`src/rtl/ps2_keyboard_rx.sv`:
```
// PS/2 keyboard receiver: pin sync, 11-bit frame decode with parity/stop check, FWFT code FIFO.
// Define PS2_PREFIX_DECODE_EN to fold F0/E0 prefixes into break/extended flags on the next code.
module ps2_keyboard_rx #(
   parameter int SYNC_STAGES    = 2,
   parameter int FIFO_DEPTH     = 4,
   parameter int TIMEOUT_CYCLES = 5000
) (
   input  logic       Clock,
   input  logic       Reset,
   input  logic       PS2_CLK,
   input  logic       PS2_DATA,
   input  logic       iRead,
   output logic [7:0] oData,
   output logic       oBreak,
   output logic       oExtended,
   output logic       oValid,
   output logic       oFull,
   output logic       oOverflow,
   output logic       oParityError
);

   localparam int PW = $clog2(FIFO_DEPTH);
   localparam int TW = $clog2(TIMEOUT_CYCLES + 1);
   localparam logic [TW-1:0] TMO_LAST = TW'(TIMEOUT_CYCLES - 1);
   localparam logic [PW:0]   DEPTH_C  = (PW + 1)'(FIFO_DEPTH);
`ifdef PS2_PREFIX_DECODE_EN
   localparam int EW = 10;
`else
   localparam int EW = 8;
`endif

   typedef enum logic [1:0] {S_IDLE, S_DATA, S_PARITY, S_STOP} state_t;

   logic [SYNC_STAGES-1:0] r_clk_sync;
   logic [SYNC_STAGES-1:0] r_dat_sync;
   logic                   r_clk_prev;
   logic                   r_fall;
   logic                   r_dat_bit;

   // r_dat_bit is delayed one cycle so it lines up with the registered edge strobe
   always_ff @(posedge Clock) begin
      if (Reset) begin
         r_clk_sync <= '1;
         r_dat_sync <= '1;
         r_clk_prev <= 1'b1;
         r_fall     <= 1'b0;
         r_dat_bit  <= 1'b1;
      end else begin
         r_clk_sync <= {r_clk_sync[SYNC_STAGES-2:0], PS2_CLK};
         r_dat_sync <= {r_dat_sync[SYNC_STAGES-2:0], PS2_DATA};
         r_clk_prev <= r_clk_sync[SYNC_STAGES-1];
         r_fall     <= r_clk_prev & ~r_clk_sync[SYNC_STAGES-1];
         r_dat_bit  <= r_dat_sync[SYNC_STAGES-1];
      end
   end

   state_t          r_state, w_state_nxt;
   logic [2:0]      r_bit_cnt, w_bit_cnt_nxt;
   logic [7:0]      r_shift, w_shift_nxt;
   logic            r_parity, w_parity_nxt;
   logic [TW-1:0]   r_tmo_cnt;
   logic            w_timeout;
   logic            w_good;
   logic            w_bad;
   logic            r_frame_good;
   logic            r_frame_bad;
   logic [7:0]      r_byte;

   always_comb begin
      w_state_nxt   = r_state;
      w_bit_cnt_nxt = r_bit_cnt;
      w_shift_nxt   = r_shift;
      w_parity_nxt  = r_parity;
      w_good        = 1'b0;
      w_bad         = 1'b0;
      w_timeout     = (r_state != S_IDLE) && !r_fall && (r_tmo_cnt == TMO_LAST);
      if (w_timeout) begin
         w_state_nxt = S_IDLE;
      end else if (r_fall) begin
         case (r_state)
            S_IDLE: begin
               if (!r_dat_bit) begin
                  w_state_nxt   = S_DATA;
                  w_bit_cnt_nxt = 3'd0;
               end
            end
            S_DATA: begin
               w_shift_nxt   = {r_dat_bit, r_shift[7:1]};
               w_bit_cnt_nxt = r_bit_cnt + 3'd1;
               if (r_bit_cnt == 3'd7) w_state_nxt = S_PARITY;
            end
            S_PARITY: begin
               w_parity_nxt = r_dat_bit;
               w_state_nxt  = S_STOP;
            end
            S_STOP: begin
               if (r_dat_bit && (^{r_shift, r_parity})) w_good = 1'b1;
               else                                      w_bad  = 1'b1;
               w_state_nxt = S_IDLE;
            end
            default: w_state_nxt = S_IDLE;
         endcase
      end
   end

   always_ff @(posedge Clock) begin
      if (Reset) begin
         r_state      <= S_IDLE;
         r_bit_cnt    <= 3'd0;
         r_shift      <= 8'h00;
         r_parity     <= 1'b0;
         r_tmo_cnt    <= '0;
         r_frame_good <= 1'b0;
         r_frame_bad  <= 1'b0;
         r_byte       <= 8'h00;
      end else begin
         r_state      <= w_state_nxt;
         r_bit_cnt    <= w_bit_cnt_nxt;
         r_shift      <= w_shift_nxt;
         r_parity     <= w_parity_nxt;
         r_tmo_cnt    <= (r_state == S_IDLE || r_fall) ? '0 : r_tmo_cnt + 1'b1;
         r_frame_good <= w_good;
         r_frame_bad  <= w_bad;
         if (w_good) r_byte <= r_shift;
      end
   end

   assign oParityError = r_frame_bad;

   logic          w_push;
   logic [EW-1:0] w_push_dat;

`ifdef PS2_PREFIX_DECODE_EN
   logic r_pend_brk;
   logic r_pend_ext;
   logic w_is_prefix;

   assign w_is_prefix = (r_byte == 8'hF0) || (r_byte == 8'hE0);
   assign w_push      = r_frame_good && !w_is_prefix;
   assign w_push_dat  = {r_pend_ext, r_pend_brk, r_byte};

   always_ff @(posedge Clock) begin
      if (Reset || r_frame_bad || w_push) begin
         r_pend_brk <= 1'b0;
         r_pend_ext <= 1'b0;
      end else if (r_frame_good) begin
         if (r_byte == 8'hF0) r_pend_brk <= 1'b1;
         if (r_byte == 8'hE0) r_pend_ext <= 1'b1;
      end
   end
`else
   assign w_push     = r_frame_good;
   assign w_push_dat = r_byte;
`endif

   logic [EW-1:0] r_mem [FIFO_DEPTH];
   logic [PW-1:0] r_wr_ptr;
   logic [PW-1:0] r_rd_ptr;
   logic [PW:0]   r_count;
   logic [EW-1:0] r_last;
   logic          r_overflow;
   logic          w_pop;
   logic          w_full;
   logic          w_write;
   logic [EW-1:0] w_head;

   assign w_full  = (r_count == DEPTH_C);
   assign oValid  = (r_count != '0);
   assign w_pop   = iRead && oValid;
   assign w_write = w_push && (!w_full || w_pop);

   always_ff @(posedge Clock) begin
      if (w_write) r_mem[r_wr_ptr] <= w_push_dat;
   end

   // r_last keeps the most recently popped entry visible while the FIFO is empty
   always_ff @(posedge Clock) begin
      if (Reset) begin
         r_wr_ptr   <= '0;
         r_rd_ptr   <= '0;
         r_count    <= '0;
         r_last     <= '0;
         r_overflow <= 1'b0;
      end else begin
         if (w_write) r_wr_ptr <= r_wr_ptr + 1'b1;
         if (w_pop) begin
            r_rd_ptr <= r_rd_ptr + 1'b1;
            r_last   <= r_mem[r_rd_ptr];
         end
         case ({w_write, w_pop})
            2'b10:   r_count <= r_count + 1'b1;
            2'b01:   r_count <= r_count - 1'b1;
            default: r_count <= r_count;
         endcase
         if (w_push && w_full && !w_pop) r_overflow <= 1'b1;
      end
   end

   assign w_head    = oValid ? r_mem[r_rd_ptr] : r_last;
   assign oData     = w_head[7:0];
   assign oFull     = w_full;
   assign oOverflow = r_overflow;
`ifdef PS2_PREFIX_DECODE_EN
   assign oBreak    = w_head[8];
   assign oExtended = w_head[9];
`else
   assign oBreak    = 1'b0;
   assign oExtended = 1'b0;
`endif

endmodule

```
`config.mk`:
```
export PLATFORM = sky130hd
export DESIGN_NAME = ps2_keyboard_rx
export DESIGN_NICKNAME = d
export VERILOG_FILES = /design/src/rtl/ps2_keyboard_rx.sv
export SDC_FILE = /design/constraint.sdc
export NUM_CORES = 1
export LEC_CHECK = 0
export CORE_MARGIN = 4
export CORE_UTILIZATION = 55
export DETAILED_ROUTE_END_ITERATION = 7
export GPL_ROUTABILITY_DRIVEN = 0
export PLACE_DENSITY = 0.74
export SYNTH_ARGS = -nofsm -noshare
export SYNTH_HDL_FRONTEND = slang
export SYNTH_SLANG_ARGS = --single-unit
```
`constraint.sdc`:
```
create_clock -name Clock -period 2.2 [get_ports Clock]
set_clock_uncertainty 0.15 [all_clocks]
set_input_delay 0.22 -clock Clock [delete_from_list [all_inputs] [get_ports Clock]]
set_output_delay 0.22 -clock Clock [all_outputs]
set_load 0.03 [all_outputs]
```
# Word-level counts from Yosys, hierarchy flattened
# Memory sizes are Yosys's and may differ from the RTL's. A register that Yosys moved wholly into a read port is not among the register bits.
# Cells that the tools add are included.
[totals]
word_cells = 81
ram_bits = 32
mem_count = 1
input_bits = 5
register_bits = 60
out_inout_bits = 14
[mem_list]
columns = ["name", "words", "word_bits", "rd", "rd_clocked_by_memory_dff", "write_ports", "line_no", "source"]
rows = [
  ["r_mem", 4, 8, 1, 1, 1, "156", "logic [EW-1:0] r_mem [FIFO_DEPTH];"],
]
[classes]
bitwise_logic = 5
addsub = 6
n_eq_ne = 10
muxes = 16
n_reduce_logical = 25
[op_table]
columns = ["cell", "n"]
rows = [
  ["adder 13 x 1 -> 13 bit (second input constant)", 1],
  ["equality test 13 bit (second input constant)", 1],
  ["case mux 3 bit (2 select lines)", 2],
  ["AND reduction 3 bit", 3],
  ["parity 9 bit", 1],
  ["2-to-1 mux 2 bit", 4],
  ["2-to-1 mux 8 bit", 1],
  ["case mux 2 bit (4 select lines)", 1],
  ["logical AND 1 bit", 7],
  ["2-to-1 mux 1 bit", 7],
  ["adder 3 x 1 -> 3 bit (second input constant)", 2],
  ["equality test 2 bit (second input constant)", 3],
  ["equality test 3 bit (second input constant)", 2],
  ["nonzero test 2 bit", 3],
  ["adder 2 x 1 -> 2 bit (second input constant)", 2],
  ["equality test 2 x 1 -> 1 bit (second input constant)", 2],
  ["!= test 2 bit (second input constant)", 2],
  ["inverter 1 bit", 4],
  ["AND reduction 4 bit", 1],
  ["OR reduction 2 bit", 2],
  ["OR reduction 4 bit", 1],
  ["zero test 1 bit", 3],
  ["2-to-1 mux 3 bit", 1],
  ["nonzero test 3 bit", 1],
  ["other kinds (4)", 5],
]

# Depth between registers and ports, before layout
[depth]
ltp_word = 6
depth_mapped = 7
ltp_nobuf = 6

# Worst setup path before layout
# No wires, ideal clock.
[synth_path]
path_kind = "register to register"
start = "register r_count[0]"
end = "register r_count[2]"
path_slack_ns = 0.273
path_stages_with_launch = 8
setup_ns = 0.132
synth_period_minus_slack_ns = 1.927
required_ns = 1.918
n_path_buf = 1
arrival_ns = 1.645
path_cell_list = "dfxtp_1 buf_2 o31a_1 nand2_1 fa_1 nor4_1 o21a_1 nor3_1"
[synth_between]
elab_chain_len = 6
elab_cells_between_ends = 12
classes_between = "add/sub: 2; eq/ne: 3; mux: 1; reduce/logical: 6"
[synth_lines]
columns = ["element", "line_no", "source"]
rows = [
  ["from (decl)", "159", "logic [PW:0] r_count;"],
  ["from (signal assigned)", "191", "2'b10: r_count <= r_count + 1'b1;"],
  ["from (signal assigned)", "192", "2'b01: r_count <= r_count - 1'b1;"],
  ["from (signal assigned)", "193", "default: r_count <= r_count;"],
  ["equality test 3 bit or nonzero test 3 bit (tied branches)", "167, 168", ""],
  ["zero test 1 bit or logical AND 1 bit (tied branches)", "170, 169", ""],
  ["logical OR 1 bit", "170", "assign w_write = w_push && (!w_full || w_pop);"],
  ["logical AND 1 bit", "170", ""],
  ["equality test 2 x 1 -> 1 bit or equality test 2 bit (tied branches)", "190", "case ({w_write, w_pop})"],
  ["case mux 3 bit (2 select lines) or nonzero test 2 bit (tied branches)", "-", ""],
]
# Parallel ways exist; a longest one is shown, timed or not.
# A chain may end at the register's enable or synchronous reset.

==> reports/results.tsv <==
metric	value	unit
outcome	complete, no violations	
CTS Buffer Depth	2	
Tightest Pin Transition	0.554	ns
diodes inserted	0	
Final min period	2.13	ns
Required @ worst endpoint	1.83	ns
synthesized instance count	347	
Via density	5.20	
slew margin rel.	62.6	%
final-stage net count	391	
Worst Hold Class	reg2reg	
fin crit share	96.8	%
Yosys cell types	46	
hold path cells	2	
die area	0.00859	sq mm
Max Fclk	0.470	GHz
WL/cell	13.4	um
initial drt markers	57	
GRT Util Overall	16.3	%
crit end category	output pin	
Post-Layout Cell Count	475	
crit path kind	reg2out	
total gr overflow	0	
final antenna-violating net count	0	
Reg-to-Reg End	r_count[2]	
Hold Startpoint	r_clk_prev	
H-Tree Depth	3	
#FFs+latches synth	94	
Synth area leader	dfxtp_1	
CTS tree	yes	
fin worst setup slack	0.0703	ns
CP Max Fanout	8	
syn_area_per_cell	11.4	sq um
DRC errors left	0	
yosys warns	0	
Core Footprint	0.00687	sq mm
pre-CTS WS	-0.0404	ns
hpwl dp	4560	um
max-cap violations	0	
RSZ-0062 raised after global routing	no	
Die W	92.7	um
crit path launch type	flop	
final slew viol count	0	
post-synthesis cell area	0.00394	sq mm
Reg2Reg Depth	7	
via count	2470	
Post-synth EDFFs	32	
# IOs	19	
multi-input logic area	0.00163	sq mm
global-route wire length before repair	11000	um
area grow syn2layout	14.2	%
Leakage	0.00147	uW
Post-Route Utilization	65.6	%
number of global-route vias before repair	2422	
Pre-antenna DRT Iters	4	
Setup Fix Bufs, Post-CTS	0	
Rows	30	
placed cells	459	
die height	92.7	um
Initial Utilization	57.4	%
main area contributors after synthesis	dfxtp_1, edfxtp_1, mux4_2, ha_1, nand2_1	
Power Density	1070	mW/mm^2
sequential share of the synthesized area	55.8	%
ys flop type	dfxtp_1	
CTS Buf Count	9	
top-area cell type share of the netlist area	31.5	%
initial antenna violation count	0	
reg-to-reg slack, setup	0.20	ns
FF/Latch Area	0.00220	sq mm
# setup viols final	0	
PortBufs	16	
hold-fix buffer count after cts	0	
Hold Path Sink	r_fall	
final setup TNS	0	ns
# fillers	534	
Synth async-reset ratio	0	%
Clock Latency Late Sink	0.34	ns
Fin. Hold Viols	0	
routed wire length	6370	um
clock root cell	clkbuf_8	
Sink Count	94	
layout cell share with drive strength beyond 1	17.2	%
RR Startpoint	r_count[2]	
worst path arrival time	1.76	ns
pin count of the biggest net entering global routing	33	
VDD IR max	0.419	mV
Reg clk slew, reported paths	0.08	ns
## what timing repair did
item                       CTS  global route
setup endpoints to repair    8             8
pin swaps                    0             0
hold endpoints to repair     0             0
gates resized for setup     39            26
## cells by family (layout without fill, tap and decap cells)
| kind of cell | count (synthesis) | after routing | synth area share [%] |
|---|---|---|---|
| other | 1 | 2 | 0.0951 |
| buffers and inverters | 29 | 60 | 3.05 |
| adder cells (fa/ha/maj) | 12 | 12 | 4.00 |
| AO/OA/AOI/OAI | 38 | 38 | 5.87 |
| multiplexers | 26 | 26 | 9.71 |
| XOR/XNOR | 19 | 19 | 4.98 |
| AND/OR/NAND/NOR | 128 | 128 | 16.5 |
| flip-flops | 94 | 94 | 55.8 |
## where the power goes
| group | leakage, uW | internal [uW] | total (uW) | switching [uW] |
|---|---|---|---|---|
| sequential | 0.000723 | 1860 | 1910 | 52.2 |
| clock | 0.0000936 | 557 | 1110 | 556 |
| combinational | 0.000649 | 857 | 1810 | 952 |
## worst max-delay path by stage
stage / cells past startpoint / startpoint / endpoint / slack, ns
after floorplan: 7 / r_count[0] / r_count[2] / 0.27
after global placement: 4 / flop / oData[1] / -0.01
after detailed placement: 4 / flop / oData[1] / -0.04
after CTS: 4 / flop / oData[1] / -0.07
after global routing: 4 / flop / oData[3] / 0.0008
final: 4 / flop / oData[2] / 0.07
## cell usage after synthesis, types with 7 or more instances
cell type,number
and3_1,7
or2_2,7
inv_1,13
nor2_1,22
mux4_2,8
nand2b_1,17
mux2i_1,9
edfxtp_1,32
dfxtp_1,62
nand2_1,36
ha_1,11
xnor2_1,12
a21oi_1,23
nand3_1,16
clkbuf_1,11
mux2_2,8
## state kept, by name, summed over array words and instances, names as in the netlist, 3 cells and up, named ones only
register	cells
r_tmo_cnt	13
r_count	3
r_byte	8
r_shift	8
r_mem	32
r_bit_cnt	3
r_last	8
## cells in the final DEF (no fill, tap or decap), drive strengths merged, types with 8 or more instances in the layout
cell type,synthesis,layout
buf,5,23
nand2b,17,17
mux2i,10,10
ha,11,11
nand3,16,16
mux4,8,8
clkdlybuf4s50,0,8
xnor2,12,12
nand2,36,36
dfxtp,62,62
mux2,8,8
a21oi,23,23
inv,13,14
clkbuf,11,11
nor2,22,22
edfxtp,32,32
## final cells by class
cell class | count | area share (%)
timing repair buffer | 31 | 6.83
inverter | 13 | 1.08
tap | 96 | 2.67
sequential | 94 | 48.9
multi-input combinational | 225 | 36.1
clock buffer | 11 | 3.14
clock inverter | 5 | 1.28
## worst max-delay path, cell delays in order (launching register included)
cell and delay, ns:
dfxtp_2 0.35, buf_12 0.13, mux4_2 0.51, mux2_2 0.28, buf_6 0.14
## metal layers
metal	wire, um	track usage, %
met4	119	6.59
met1	2860	20.1
met2	3230	28.5
met5	0	0
met3	159	2.68
## stage by stage
step | power, uW | area, sq um | hold WS (ns)
6_report | 4830 | 4500 | 0.260
3_5_place_dp | 3700 | 4290 | 0.248
3_3_place_gp | 3650 | 4290 | 0.243
2_1_floorplan | 3050 | 3950 | 0.174
4_1_cts | 4650 | 4460 | 0.265
5_1_grt | 5070 | 4500 | 0.284
No activity file was read; power rests on OpenSTA's default activity.
